--- config.mk ---
export PLATFORM = sky130hd
export DESIGN_NAME = divider_arbiter
export DESIGN_NICKNAME = d
export VERILOG_FILES = /design/src/rtl/divider_arbiter_pkg.sv /design/src/rtl/divider_arbiter_rr_pick.sv /design/src/rtl/divider_arbiter.sv
export SDC_FILE = /design/constraint.sdc
export NUM_CORES = 1
export LEC_CHECK = 0
export ABC_CLOCK_PERIOD_IN_PS = 4050
export CAP_MARGIN = 40
export CELL_PAD_IN_SITES_DETAIL_PLACEMENT = 1
export CELL_PAD_IN_SITES_GLOBAL_PLACEMENT = 2
export CORE_ASPECT_RATIO = 2
export CORE_MARGIN = 3
export CORE_UTILIZATION = 20
export CTS_CLUSTER_SIZE = 25
export DETAILED_ROUTE_END_ITERATION = 10
export GPL_ROUTABILITY_DRIVEN = 0
export HOLD_SLACK_MARGIN = 0.03
export PLACE_DENSITY_LB_ADDON = 0.15
export SLEW_MARGIN = 10
export SYNTH_ARGS = -nofsm -noshare
export SYNTH_HDL_FRONTEND = slang
export SYNTH_HIERARCHICAL = 1
export SYNTH_SLANG_ARGS = --single-unit
export TNS_END_PERCENT = 30
--- constraint.sdc ---
create_clock -name clk -period 4.05 [get_ports clk]
set_input_delay 0.81 -clock clk [delete_from_list [all_inputs] [get_ports clk]]
set_output_delay 0.81 -clock clk [all_outputs]
set_load 0.005 [all_outputs]
--- src/rtl/divider_arbiter_pkg.sv ---
// Shared types and constants for the divider arbiter.
//   div_arb_state_t : arbiter FSM state encoding
//   DIV_ZERO_Q      : quotient returned for a zero divisor; the divider is skipped
//   OPND_W / QUOT_W : operand and quotient widths
package divider_arbiter_pkg;

    typedef enum logic [1:0] {
        IDLE    = 2'd0,
        ISSUE   = 2'd1,
        WAIT    = 2'd2,
        CAPTURE = 2'd3
    } div_arb_state_t;

    localparam logic [7:0]  DIV_ZERO_Q = 8'hFF;
    localparam int unsigned OPND_W     = 16;
    localparam int unsigned QUOT_W     = 8;

endpackage

--- src/rtl/divider_arbiter_rr_pick.sv ---
// Round-robin first-one finder.
// Starting at ptr and wrapping, it returns the first set bit of req.
//   req   in  N_REQ  request vector
//   ptr   in  ID_W   highest-priority position this round
//   grant out N_REQ  one-hot grant (all zero when no request is set)
//   id    out ID_W   index of the granted bit
//   any   out 1      at least one request is set
module divider_arbiter_rr_pick #(
    parameter int unsigned N_REQ = 4,
    parameter int unsigned ID_W  = 2
) (
    input  logic [N_REQ-1:0] req,
    input  logic [ID_W-1:0]  ptr,
    output logic [N_REQ-1:0] grant,
    output logic [ID_W-1:0]  id,
    output logic             any
);

    logic [ID_W:0]   sum;
    logic [ID_W-1:0] idx;

    always_comb begin
        grant = '0;
        id    = '0;
        any   = 1'b0;
        sum   = '0;
        idx   = '0;
        for (int unsigned k = 0; k < N_REQ; k++) begin
            // ptr < N_REQ and k < N_REQ, so one conditional subtract is enough to wrap
            sum = {1'b0, ptr} + (ID_W+1)'(k);
            if (sum >= (ID_W+1)'(N_REQ)) begin
                sum = sum - (ID_W+1)'(N_REQ);
            end
            idx = sum[ID_W-1:0];
            if (!any && req[idx]) begin
                any        = 1'b1;
                grant[idx] = 1'b1;
                id         = idx;
            end
        end
    end

endmodule

--- src/rtl/divider_arbiter.sv ---
// Round-robin scheduler that shares one external sequential divider among N_REQ requesters.
// For each request it accepts a (dividend, divisor) pair, starts the divider, and waits the
// fixed divider latency. It then returns the 8-bit quotient, tagged with the requester id.
//   clk, nRst      clock and synchronous active-high reset
//   req_valid      per-requester pending flag; operands are held until accepted
//   req_dividend   packed dividends, requester i at [16*i +: 16]
//   req_divisor    packed divisors, requester i at [16*i +: 16]
//   req_ready      one-hot accept, combinational from IDLE state and req_valid
//   resp_valid     one-cycle response strobe with resp_id / resp_quotient
//   busy           high whenever the FSM is not IDLE
//   div_en         one-cycle divider start, only in ISSUE
//   div_dividend   latched operand for the divider
//   div_divisor    latched operand for the divider
//   div_quotient   divider result, sampled in CAPTURE
module divider_arbiter
    import divider_arbiter_pkg::*;
#(
    parameter int unsigned N_REQ       = 4,
    parameter int unsigned DIV_LATENCY = 11,
    parameter int unsigned ID_W        = 2
) (
    input  logic                  clk,
    input  logic                  nRst,
    input  logic [N_REQ-1:0]      req_valid,
    input  logic [16*N_REQ-1:0]   req_dividend,
    input  logic [16*N_REQ-1:0]   req_divisor,
    output logic [N_REQ-1:0]      req_ready,
    output logic                  resp_valid,
    output logic [ID_W-1:0]       resp_id,
    output logic [QUOT_W-1:0]     resp_quotient,
    output logic                  busy,
    output logic                  div_en,
    output logic [OPND_W-1:0]     div_dividend,
    output logic [OPND_W-1:0]     div_divisor,
    input  logic [QUOT_W-1:0]     div_quotient
);

    localparam int unsigned      CNT_W    = $clog2(DIV_LATENCY + 1);
    localparam logic [CNT_W-1:0] CNT_LOAD = CNT_W'(DIV_LATENCY - 1);

    div_arb_state_t    state_q, state_d;
    logic [CNT_W-1:0]  cnt_q, cnt_d;
    logic [ID_W-1:0]   ptr_q, ptr_d;
    logic [ID_W-1:0]   id_q, id_d;
    logic [OPND_W-1:0] dividend_q, dividend_d;
    logic [OPND_W-1:0] divisor_q, divisor_d;
    logic              zero_q, zero_d;

    logic [N_REQ-1:0]  pick_grant;
    logic [ID_W-1:0]   pick_id;
    logic              pick_any;
    logic [OPND_W-1:0] sel_dividend;
    logic [OPND_W-1:0] sel_divisor;

    divider_arbiter_rr_pick #(
        .N_REQ (N_REQ),
        .ID_W  (ID_W)
    ) u_rr_pick (
        .req   (req_valid),
        .ptr   (ptr_q),
        .grant (pick_grant),
        .id    (pick_id),
        .any   (pick_any)
    );

    // {id, 4'b0} == id * 16
    assign sel_dividend = req_dividend[{pick_id, 4'b0000} +: OPND_W];
    assign sel_divisor  = req_divisor[{pick_id, 4'b0000} +: OPND_W];

    always_comb begin
        state_d    = state_q;
        cnt_d      = cnt_q;
        ptr_d      = ptr_q;
        id_d       = id_q;
        dividend_d = dividend_q;
        divisor_d  = divisor_q;
        zero_d     = zero_q;
        unique case (state_q)
            IDLE: begin
                if (pick_any) begin
                    ptr_d      = (pick_id == ID_W'(N_REQ - 1)) ? '0 : pick_id + ID_W'(1);
                    id_d       = pick_id;
                    dividend_d = sel_dividend;
                    divisor_d  = sel_divisor;
                    zero_d     = (sel_divisor == '0);
                    // A zero divisor bypasses the divider; CAPTURE then returns DIV_ZERO_Q
                    state_d    = (sel_divisor == '0) ? CAPTURE : ISSUE;
                end
            end
            ISSUE: begin
                cnt_d   = CNT_LOAD;
                state_d = WAIT;
            end
            WAIT: begin
                if (cnt_q == '0) begin
                    state_d = CAPTURE;
                end else begin
                    cnt_d = cnt_q - CNT_W'(1);
                end
            end
            CAPTURE: begin
                state_d = IDLE;
            end
            default: begin
                state_d = IDLE;
            end
        endcase
    end

    always_ff @(posedge clk) begin
        if (nRst) begin
            state_q    <= IDLE;
            cnt_q      <= '0;
            ptr_q      <= '0;
            id_q       <= '0;
            dividend_q <= '0;
            divisor_q  <= '0;
            zero_q     <= 1'b0;
        end else begin
            state_q    <= state_d;
            cnt_q      <= cnt_d;
            ptr_q      <= ptr_d;
            id_q       <= id_d;
            dividend_q <= dividend_d;
            divisor_q  <= divisor_d;
            zero_q     <= zero_d;
        end
    end

    assign req_ready     = (state_q == IDLE) ? pick_grant : '0;
    assign busy          = (state_q != IDLE);
    assign div_en        = (state_q == ISSUE);
    assign div_dividend  = dividend_q;
    assign div_divisor   = divisor_q;
    assign resp_valid    = (state_q == CAPTURE);
    assign resp_id       = (state_q == CAPTURE) ? id_q : '0;
    assign resp_quotient = (state_q == CAPTURE) ? (zero_q ? DIV_ZERO_Q : div_quotient) : '0;

endmodule

==> out/qor.txt, run 1 <==
Reg clk slew, reported paths - 0.06 ns
Crit path time final - 3.656 ns
Reg power frac - 0.206
Worst Path Buf+Inv - 3
# clock sinks - 43
DRT Pass-1 Iters - 4
Initial antenna violation count - 0
Post-DP HPWL - 10.33 mm
FP Rows - 63
FF+latch area - 860.8 um2
Number of global-route vias before repair - 3593
Final worst slack - 0.3935 ns
CP Max Fanout - 5
Crit path DAT - 2.85 ns
Area leader, netlist - dfxtp_1
Reg-to-reg critical path startpoint - ptr_q[1]$_SDFFE_PP0P_
Worst R2R End - state_q[1]$_SDFFE_PP0P_
DR DRC count - 0
Gate Count Post-Synth - 318
Least-Margin Pin Slew - 0.4245 ns
Clock Power Share - 0.116
Hold WS - 0.4538 ns
Drt total wl - 12.59 mm
NetSw - 1.352 mW
Vias per std cell - 4.574
Nets - 660
Combinational Power Share - 0.679
Switching Share - 0.3930
Setup crit start kind - input pin
Crit path required time - 3.24 ns
Status - finished clean
Synth warn - 6
Placed Cells - 691
CTS root buf - clkbuf_16
Syn Area/Cell - 9.628 um2
Area of the multi-input gates - 0.002054 mm2
Die W - 93.49 um
Fillers - 1677
Post-route total power - 3.440 mW
Yosys cell types - 39
Layout cells sized above 1 - 0.1223
Largest net degree at the start of global routing - 40
CP max-delay cell - mux4_2
CP max stage delay - 0.51 ns
Setup TNS - 0 ns
Ports - 191
Bufs on Longest Clock Path - 2
Core Region - 0.01490 mm2
Die Area - 0.01692 mm2
Post-route ant nets - 0
Crit path to - req_ready[0]
CP top delay family - buffers and inverters
Cell Int Power - 2.088 mW
Final core utilization - 0.3616
Synth-to-layout area growth - 75.93%
Peak supply drop - 0.0002832 V
Cell Area, Synth - 0.003062 mm2
GRT Util Overall - 0.1510
Total gr overflow - 0
Via count - 3211
Syn Nets - 472
Initial Util - 0.2055
Worst min path class - reg -> reg
Worst-case reg-to-reg path depth - 11
Headroom to the max-slew limit - 0.7170
H-tree Lvls - 2
Final Cycle Share - 0.9028
Static Leak - 1.991 nW
Fmax - 273.5 MHz
TritonCTS clock tree - done
Worst setup EP type - primary output
Setup slack, reg-to-reg - 0.54 ns
Setup Skew - 0.004551 ns
Worst Setup Path Type - in -> out
Synthesized flop and latch total - 43
Synth top area share - 0.2812
Worst-skew pair later-pin latency - 0.29 ns
Max-cap viol count - 0
Register area share after synthesis - 0.2812
Port Buf Inserts - 190
DR WL/cell - 17.94 um
Endpoints failing hold - 0
Pwr per Cell Area - 638.7 mW/mm2
Global-route wire length before repair - 19.54 mm
Non-Filler Instances - 702
WP depth - 8
Final Instance Area - 0.005386 mm2
N_diodes - 0
Worst path cell trace - dlymetal6s2s_1 > mux4_2 > buf_4 > nor4b_4 > a22oi_1 > o21ai_0 > and2_1 > clkdlybuf4s50_1
RSZ-0062 raised after global routing - false
Die height - 181.0 um
Top post-synthesis cells by area - dfxtp_1 (28%), mux4_2 (19%), nand2_1 (9.3%)
Max-slew violation count - 0
Initial DRC Count - 55
Pre-CTS WS - -0.1950 ns
Placed Area - 0.005211 mm2
Critical Path Source - req_valid[1]
Cts hold-fix bufs - 0
Cts bufs inserted - 5
Final setup violation count - 0
worst min-delay path by stage:
stage                                            start                            to  cells past startpoint
final                      div_divisor[9]$_SDFFE_PP0P_   div_divisor[9]$_SDFFE_PP0P_                      2
after global placement            id_q[1]$_SDFFE_PP0P_          id_q[1]$_SDFFE_PP0P_                      2
after CTS                  div_divisor[9]$_SDFFE_PP0P_   div_divisor[9]$_SDFFE_PP0P_                      2
after global routing      div_divisor[11]$_SDFFE_PP0P_  div_divisor[11]$_SDFFE_PP0P_                      2
after detailed placement   div_divisor[9]$_SDFFE_PP0P_   div_divisor[9]$_SDFFE_PP0P_                      2
after floorplan                   id_q[0]$_SDFFE_PP0P_          id_q[0]$_SDFFE_PP0P_                      2
final cells by class:
class,instances,share of cell area
sequential,43,0.1598
tap,195,0.04530
inverter,8,0.005575
timing repair buffer,207,0.3823
clock buffer,7,0.02462
clock inverter,1,0.0009292
multi-input combinational,241,0.3814
cell families after synthesis:
group / share of synthesized area
buffers and inverters: 0.05435
AOI/OAI and AO/OA: 0.1357
muxes: 0.2922
DFF: 0.2812
and+or+nand+nor: 0.1847
xor gates and xnor gates: 0.002861
adders and majority gates: 0.04904
layout by cell type, fill, tap and decap left out, types with 3 or more instances in the layout:
cell	count
dlymetal6s2s_1	4
o21a_1	8
mux4_1	8
nor2_1	8
and2_1	7
nand2b_1	4
a22oi_1	8
dfxtp_1	43
ha_1	12
nor2b_1	4
nor3_1	5
nand2_1	76
clkdlybuf4s50_1	185
a21oi_1	39
clkbuf_16	5
buf_4	15
nand3_1	3
inv_1	8
mux2i_1	5
o21ai_0	5
mux4_2	27
registers in the layout, indices dropped and copies added, names as in the netlist:
signal        flops
div_divisor      16
id_q              2
cnt_q             4
ptr_q             2
zero_q            1
div_dividend     16
state_q           2
layer usage:
metal  track usage  wire [um]
met1        0.1369       3888
met2        0.3173       7776
met3       0.02958        648
met4       0.04228        277
met5             0          0
worst reg2reg max path, delay by kind of cell, from the launching register on:
family | cells | cell delay, ns
multiplexers | 2 | 0.80
flip-flops | 1 | 0.32
AND/OR/NAND/NOR | 4 | 1.03
buffers and inverters | 2 | 0.26
AO/OA/AOI/OAI | 2 | 0.64
adder cells (fa/ha/maj) | 1 | 0.37
synth_stat cells (all sizes together):
| master | instances |
|---|---|
| and2 | 7 |
| nand2 | 76 |
| dfxtp | 43 |
| buf | 10 |
| o221ai | 1 |
| clkbuf | 16 |
| ha | 12 |
| o32ai | 1 |
| nor4b | 1 |
| or3b | 1 |
| nor4 | 4 |
| nand3 | 3 |
| a32o | 1 |
| mux4 | 35 |
| nand3b | 1 |
| a21oi | 39 |
| nor3 | 5 |
| and2b | 1 |
| nand2b | 4 |
| nand4b | 2 |
| o21ai | 5 |
| xor2 | 1 |
| a311oi | 1 |
| and3 | 1 |
| mux2 | 2 |
| a22oi | 8 |
| nor2 | 8 |
| o211ai | 1 |
| nor2b | 4 |
| o21a | 8 |
| mux2i | 5 |
| inv | 8 |
| a22o | 1 |
| o31ai | 2 |
power groups by stage:
stage / sequential, mW / clock [mW] / combinational, mW
floorplan: 0.730 / 0 / 1.38
finish: 0.707 / 0.398 / 2.33
detailed placement: 0.719 / 0 / 2.37
CTS: 0.713 / 0.419 / 2.38
global placement: 0.714 / 0 / 2.33
global route: 0.736 / 0.434 / 2.58
repair_timing:
item,CTS,global route
cloned,0,0
gates resized for setup,1,5
endpoints found under the setup margin,4,6
setup buffers,1,2
pin swaps,1,1
Note: power is estimated with default switching activity, not from simulation.
==> run 2: changes to the inputs <==
--- a/config.mk
+++ b/config.mk
@@ -5,7 +5,6 @@
 export SDC_FILE = /design/constraint.sdc
 export NUM_CORES = 1
 export LEC_CHECK = 0
-export ABC_CLOCK_PERIOD_IN_PS = 4050
 export CAP_MARGIN = 40
 export CELL_PAD_IN_SITES_DETAIL_PLACEMENT = 1
 export CELL_PAD_IN_SITES_GLOBAL_PLACEMENT = 2
==> results of run 2 <==
Final layout, timing and power as in run 1 (identical DEF).
==> run 3: changes to the inputs <==
--- a/config.mk
+++ b/config.mk
@@ -5,7 +5,7 @@
 export SDC_FILE = /design/constraint.sdc
 export NUM_CORES = 1
 export LEC_CHECK = 0
-export CAP_MARGIN = 40
+export CAP_MARGIN = 20
 export CELL_PAD_IN_SITES_DETAIL_PLACEMENT = 1
 export CELL_PAD_IN_SITES_GLOBAL_PLACEMENT = 2
 export CORE_ASPECT_RATIO = 2
@@ -14,7 +14,6 @@
 export CTS_CLUSTER_SIZE = 25
 export DETAILED_ROUTE_END_ITERATION = 10
 export GPL_ROUTABILITY_DRIVEN = 0
-export HOLD_SLACK_MARGIN = 0.03
 export PLACE_DENSITY_LB_ADDON = 0.15
 export SLEW_MARGIN = 10
 export SYNTH_ARGS = -nofsm -noshare
==> results of run 3 <==
Final layout, timing and power as in run 1 (identical DEF).
